==> src/rtl/pio_fifo_if.sv <==
// Bus-side bundle of the PIO FIFO: write/read strobes, data and status.
// The slave modport is the FIFO itself; master is whoever drives the strobes.
interface pio_fifo_if #(
  parameter int unsigned WIDTH = 32,
  parameter int unsigned DEPTH = 4
);

  // Mode select (double-depth when set); "join" itself is a reserved word
  logic                        join_mode;
  logic                        push;
  logic [WIDTH-1:0]            din;
  logic                        pull;
  logic [WIDTH-1:0]            dout;
  logic                        empty;
  logic                        full;
  logic [$clog2(2*DEPTH):0]    level;
  logic                        overflow;
  logic                        underflow;
  logic                        clear_flags;

  modport master (
    output join_mode,
    output push,
    output din,
    output pull,
    output clear_flags,
    input  dout,
    input  empty,
    input  full,
    input  level,
    input  overflow,
    input  underflow
  );

  modport slave (
    input  join_mode,
    input  push,
    input  din,
    input  pull,
    input  clear_flags,
    output dout,
    output empty,
    output full,
    output level,
    output overflow,
    output underflow
  );

endinterface

==> src/rtl/pio_fifo.sv <==
// Per-state-machine first-word-fall-through FIFO for the PIO block.
// Used as TX (bus pushes, machine pulls) or RX (machine pushes, bus pulls).
// Join mode merges both halves of storage into one queue of 2*DEPTH words.
// DEPTH must be a power of two so pointer wrap reduces to a bit mask.
module pio_fifo #(
  parameter int unsigned WIDTH = 32,
  parameter int unsigned DEPTH = 4
) (
  input logic        clk,
  input logic        reset,
  pio_fifo_if.slave  bus
);

  localparam int unsigned PtrW = $clog2(2 * DEPTH);
  localparam int unsigned LvlW = PtrW + 1;

  localparam logic [LvlW-1:0] CapNorm  = LvlW'(DEPTH);
  localparam logic [LvlW-1:0] CapJoin  = LvlW'(2 * DEPTH);
  localparam logic [PtrW-1:0] MaskNorm = PtrW'(DEPTH - 1);
  localparam logic [PtrW-1:0] MaskJoin = PtrW'(2 * DEPTH - 1);

  // Storage is never reset; only pointers and level define validity.
  logic [WIDTH-1:0] mem_q [2*DEPTH];

  logic [PtrW-1:0] wptr_q, wptr_d;
  logic [PtrW-1:0] rptr_q, rptr_d;
  logic [LvlW-1:0] level_q, level_d;
  logic            join_q;
  logic            overflow_q, overflow_d;
  logic            underflow_q, underflow_d;

  logic [LvlW-1:0] cap;
  logic [PtrW-1:0] ptr_mask;
  logic            full;
  logic            empty;
  logic            join_change;
  logic            wr_en;
  logic            rd_en;
  logic            ovf_set;
  logic            unf_set;

  // Capacity and status come from registered state only, so no push/din
  // path reaches any output. Outside a flush cycle join == join_q.
  always_comb begin
    cap         = join_q ? CapJoin : CapNorm;
    ptr_mask    = join_q ? MaskJoin : MaskNorm;
    full        = (level_q == cap);
    empty       = (level_q == '0);
    join_change = (bus.join_mode != join_q);
  end

  // Acceptance decisions from pre-edge state; a flush cycle blocks everything.
  always_comb begin
    wr_en   = 1'b0;
    rd_en   = 1'b0;
    ovf_set = 1'b0;
    unf_set = 1'b0;
    if (!join_change) begin
      // A pull while full frees a slot in the same edge, so the push lands.
      wr_en   = bus.push && (!full || bus.pull);
      rd_en   = bus.pull && !empty;
      ovf_set = bus.push && full && !bus.pull;
      unf_set = bus.pull && empty;
    end
  end

  // Next-state for pointers, level and sticky flags.
  always_comb begin
    wptr_d      = wptr_q;
    rptr_d      = rptr_q;
    level_d     = level_q;
    overflow_d  = overflow_q;
    underflow_d = underflow_q;

    if (join_change) begin
      // Mode change discards contents; flags are left untouched.
      wptr_d  = '0;
      rptr_d  = '0;
      level_d = '0;
    end else begin
      // Masking keeps the MSB at 0 in normal mode.
      if (wr_en) begin
        wptr_d = (wptr_q + 1'b1) & ptr_mask;
      end
      if (rd_en) begin
        rptr_d = (rptr_q + 1'b1) & ptr_mask;
      end
      if (wr_en && !rd_en) begin
        level_d = level_q + 1'b1;
      end else if (rd_en && !wr_en) begin
        level_d = level_q - 1'b1;
      end

      // Set beats clear when both happen in the same cycle.
      if (ovf_set) begin
        overflow_d = 1'b1;
      end else if (bus.clear_flags) begin
        overflow_d = 1'b0;
      end
      if (unf_set) begin
        underflow_d = 1'b1;
      end else if (bus.clear_flags) begin
        underflow_d = 1'b0;
      end
    end
  end

  // Control state register; reset overrides every other input.
  always_ff @(posedge clk) begin
    if (reset) begin
      wptr_q      <= '0;
      rptr_q      <= '0;
      level_q     <= '0;
      overflow_q  <= 1'b0;
      underflow_q <= 1'b0;
      join_q      <= bus.join_mode;
    end else begin
      wptr_q      <= wptr_d;
      rptr_q      <= rptr_d;
      level_q     <= level_d;
      overflow_q  <= overflow_d;
      underflow_q <= underflow_d;
      join_q      <= bus.join_mode;
    end
  end

  // Data array write; suppressed under reset so a held word is not disturbed.
  always_ff @(posedge clk) begin
    if (!reset && wr_en) begin
      mem_q[wptr_q] <= bus.din;
    end
  end

  // First-word-fall-through head, forced to zero when nothing is held.
  always_comb begin
    bus.dout      = empty ? '0 : mem_q[rptr_q];
    bus.empty     = empty;
    bus.full      = full;
    bus.level     = level_q;
    bus.overflow  = overflow_q;
    bus.underflow = underflow_q;
  end

endmodule

==> src/flat_wrapper.sv <==
// flat-port wrapper written by rule: the top's interface ports become plain ports
module pio_fifo_flat 
#(
  parameter int unsigned WIDTH = 32,
  parameter int unsigned DEPTH = 4
)
  (clk, reset, bus_join_mode, bus_push, bus_din, bus_pull, bus_clear_flags, bus_dout, bus_empty, bus_full, bus_level, bus_overflow, bus_underflow);
  pio_fifo_if #(.WIDTH(WIDTH), .DEPTH(DEPTH)) bus_i ();
  input logic clk;
  input logic reset;
  input wire logic [$bits(bus_i.join_mode)-1:0] bus_join_mode;
  input wire logic [$bits(bus_i.push)-1:0] bus_push;
  input wire logic [$bits(bus_i.din)-1:0] bus_din;
  input wire logic [$bits(bus_i.pull)-1:0] bus_pull;
  input wire logic [$bits(bus_i.clear_flags)-1:0] bus_clear_flags;
  output wire logic [$bits(bus_i.dout)-1:0] bus_dout;
  output wire logic [$bits(bus_i.empty)-1:0] bus_empty;
  output wire logic [$bits(bus_i.full)-1:0] bus_full;
  output wire logic [$bits(bus_i.level)-1:0] bus_level;
  output wire logic [$bits(bus_i.overflow)-1:0] bus_overflow;
  output wire logic [$bits(bus_i.underflow)-1:0] bus_underflow;
  assign bus_i.join_mode = bus_join_mode;
  assign bus_i.push = bus_push;
  assign bus_i.din = bus_din;
  assign bus_i.pull = bus_pull;
  assign bus_i.clear_flags = bus_clear_flags;
  assign bus_dout = bus_i.dout;
  assign bus_empty = bus_i.empty;
  assign bus_full = bus_i.full;
  assign bus_level = bus_i.level;
  assign bus_overflow = bus_i.overflow;
  assign bus_underflow = bus_i.underflow;
  pio_fifo #(.WIDTH(WIDTH), .DEPTH(DEPTH)) u_core (.clk(clk), .reset(reset), .bus(bus_i));
endmodule
==> config.mk <==
export PLATFORM = sky130hd
export DESIGN_NAME = pio_fifo_flat
export DESIGN_NICKNAME = d
export VERILOG_FILES = /design/src/rtl/pio_fifo_if.sv /design/src/rtl/pio_fifo.sv /design/src/flat_wrapper.sv
export SDC_FILE = /design/constraint.sdc
export NUM_CORES = 1
export LEC_CHECK = 0
export ABC_AREA = 1
export CAP_MARGIN = 10
export CORE_MARGIN = 4
export CORE_UTILIZATION = 35
export CTS_CLUSTER_SIZE = 16
export DETAILED_ROUTE_END_ITERATION = 16
export DONT_BUFFER_PORTS = 1
export HOLD_SLACK_MARGIN = 0.05
export PLACE_DENSITY = 0.57
export RECOVER_POWER = 50
export SLEW_MARGIN = 20
export SYNTH_ARGS = -nofsm -noshare
export SYNTH_HDL_FRONTEND = slang
export SYNTH_SLANG_ARGS = --single-unit
==> constraint.sdc <==
create_clock -name clk -period 8.1 [get_ports clk]
set_input_delay 0.81 -clock clk [delete_from_list [all_inputs] [get_ports clk]]
set_output_delay 0.81 -clock clk [all_outputs]
set_load 0.02 [all_outputs]
==> results.py <==
metrics = {
    "run_status": {
        "status": "finished, violations left",
        "violations": "capacitance limit, slew limit",
    },
    "place": {
        "dp_hpwl_mm": 12.6,
        "place_congestion": 0.690,
        "io_buffers": 0,
    },
    "logic_synthesis": {
        "postSynth.asyncResetShare_pct": 0,
        "synthSimpleGateAreaFrac_pct": 11.1,
        "synth.avg_cell_area_sq_um": 12.5,
        "synth.largest_area_cell": "edfxtp_1",
        "syn-num-nets": 918,
        "ys_types": 26,
        "synthCells": 874,
        "synth_top_area_share_pct": 70.6,
        "synth_top_family_by_area": "simple AND/OR/NAND/NOR gates",
        "synthAdderAreaFrac_pct": 0.758,
        "synth_edf_count": 256,
        "ys_ff_latch": 272,
        "ys_warn_count": 0,
        "synth_seq_area_share_pct": 73.5,
        "synth_xor_area_share_pct": 0.483,
        "synth_compound_area_share_pct": 10.5,
        "synthMuxAreaShare_pct": 0,
        "synth_flop_cell": "edfxtp_1",
        "synth.area.top_cells": "edfxtp_1 71%, nor2_1 8.4%, o21ai_0 5.9%",
        "synth_area_sq_um": 10900,
    },
    "sta": {
        "finalCritPeriodShare_pct": 48.0,
        "setup_viol": 0,
        "rsz0062_at_grt": "no",
        "max_slew.worst_pin.slew_ns": 2.37,
        "slew_headroom_pct": -57.8,
        "hold_viol": 0,
        "skew_ns": 0.0222,
        "period_minus_slack_ns": 3.89,
        "fmax_ghz": 0.257,
        "finalSetupTns_ns": 0,
        "final_max_slew_viol_count": 33,
        "fin_hold_ws_ns": 0.296,
    },
    "final_layout": {
        "n_fill_cell": 2845,
        "diodes": 0,
        "drive_gt1_share_pct": 7.10,
        "layout_commonest_cell": "edfxtp_1",
        "mostFrequentLayoutCells": "256 x edfxtp_1, 237 x nor2_1, 128 x o21ai_0",
        "area_growth_pct": 11.0,
        "fin_nets": 911,
    },
    "worst_setup_path": {
        "cp_max_fo": 76,
        "reg2reg_depth": 7,
        "critical_path.slowest_cell": "buf_4",
        "crit_buf_inv": 2,
        "cp_cell_sequence": "clkinv_2 > buf_4 > o21ai_0 > o22ai_1 > nor2_1 > nor2_1",
        "worstSetupPathType": "reg2out",
        "start_kind": "flip-flop",
        "end_kind": "primary output",
        "regToRegStartpoint": "u_core.bus.level[2]",
        "worstPathArrival_ns": 3.08,
        "required_ns": 7.29,
        "max_stage_delay_ns": 0.73,
        "r2r-end": "u_core.mem_q[3][22]",
        "crit_family": "buffers and inverters",
        "crit_top_cell": "nor2_1",
        "r2r_slack_ns": 4.59,
    },
    "clock_network": {
        "cts-buffers-inserted": 27,
        "clkLatencyLatePin_ns": 0.53,
        "cts_max_level": 1,
        "cts_resized": 0,
        "cts-root-buf": "clkbuf_16",
        "cts_tree": "built",
        "clkSinkCount": 272,
        "post_cts_buffers": 0,
        "postCtsHoldBufs": 0,
        "cts_buffer_depth": 3,
        "path_clk_slew_ns": 0.06,
    },
    "global_routing": {
        "track_usage_pct": 13.6,
        "grt_max_degree": 104,
        "grt_pass1_wl_mm": 36.3,
        "first_global_vias": 6355,
        "overflow": 0,
        "antenna_found_initial": 0,
    },
    "drt": {
        "vias": 6432,
        "drtIter0Drc": 462,
        "drc": 0,
        "wire_per_inst_um": 18.1,
        "wirelength_mm": 23.3,
        "dr.pass1.iters": 4,
        "ant_nets": 0,
        "via_per_inst": 5.01,
    },
    "flow_run": {
        "maxCapViolCount": 1,
    },
    "floorplanning": {
        "start_util_pct": 35.5,
        "fp.coreArea_sq_um": 30700,
        "row_count": 64,
        "dieWidth_um": 184,
        "io_pins": 78,
        "die_h_um": 184,
        "die-area_sq_um": 34000,
    },
    "power_and_ir_drop": {
        "ir_drop_uv": 127,
        "leakage_nw": 3.98,
        "p_per_area_nw_per_um2": 243,
        "total_power_mw": 2.94,
    },
    "hold_path": {
        "hold_depth": 0,
        "min_to": "u_core.join_q",
        "hp-start": "bus_join_mode",
        "hp-class": "in2reg",
    },
}
## state kept, by name, indices dropped and copies added, names as in the netlist, named ones only
register              count
u_core.bus.overflow       1
u_core.bus.underflow      1
u_core.mem_q            256
u_core.bus.level          4
u_core.wptr_q             3
u_core.join_q             1
u_core.rptr_q             3
## worst register-to-register path: stages, from the launching register on
cell and delay, ns:
dfxtp_1 0.53, inv_1 0.09, nand2_1 0.07, nand2_1 0.06, nand4_1 0.15, nand3_1 0.30, nor2_4 0.15, clkbuf_1 1.70
## cells in the mapped netlist, types with 4 or more instances
master,n
o22ai_1,32
nor2_1,244
buf_4,4
a21oi_1,9
buf_2,9
buf_6,12
clkbuf_1,20
nand2_1,55
ha_1,5
o21ai_1,4
edfxtp_1,256
clkbuf_2,5
dfxtp_1,16
nand3_1,10
o211ai_1,32
inv_1,20
o21ai_0,128
## routing by layer
| layer | track usage, % | vias up | part of all wire, % |
|---|---|---|---|
| met5 | 0 | - | 0 |
| met4 | 3.70 | 0 | 1.8 |
| met3 | 3.45 | 34 | 6.2 |
| met2 | 21.8 | 134 | 46 |
| met1 | 18.4 | 3151 | 45 |
| li1 | - | 3113 | - |
## metrics by stage
step           util [%]  setup WS [ns]  instances  instance area (sq um)
6_report           39.4           4.21       1283                  12100
5_1_grt            39.4           3.86       1283                  12100
4_1_cts            39.4           4.16       1282                  12100
3_5_place_dp       36.7           4.69       1233                  11200
3_3_place_gp       36.7           4.72       1233                  11200
2_1_floorplan         -           4.96        874                  10900
## cell families (layout without fill, tap and decap cells)
family          Yosys count  after routing
compound gates          205            205
simple gates            313            313
flops                   272            272
xor+xnor                  6              6
fa+ha+maj                 6              6
buf+inv                  72             85
## how the worst max path moves through the flow
stage / from / end / depth (start not counted)
2_1_floorplan: bus_join_mode / u_core.mem_q[0][0] / 8
3_3_place_gp: u_core.bus.level[0] / u_core.bus.level[3] / 13
3_5_place_dp: u_core.bus.level[0] / u_core.bus.level[3] / 13
4_1_cts: flip-flop / bus_dout[16] / 6
5_1_grt: flip-flop / bus_dout[10] / 6
6_report: flip-flop / bus_dout[14] / 6
## area by class of cell
cell class / instances / area [sq um] / share of cell area (%)
Clock buffer: 36 / 719 / 5.95
Timing Repair Buffer: 15 / 129 / 1.07
Multi-Input combinational cell: 530 / 2540 / 21.0
Clock inverter: 13 / 111 / 0.921
Inverter: 21 / 80.1 / 0.662
Sequential cell: 272 / 8010 / 66.3
Tap cell: 396 / 495 / 4.10
## report_power, final
part / internal, mW / switching, mW / total (mW)
clock: 0.684 / 0.490 / 1.17
combinational: 0.0472 / 0.157 / 0.204
sequential: 1.55 / 0.0124 / 1.56
total: 2.28 / 0.660 / 2.94
Note: power is estimated with default switching activity, not from simulation.
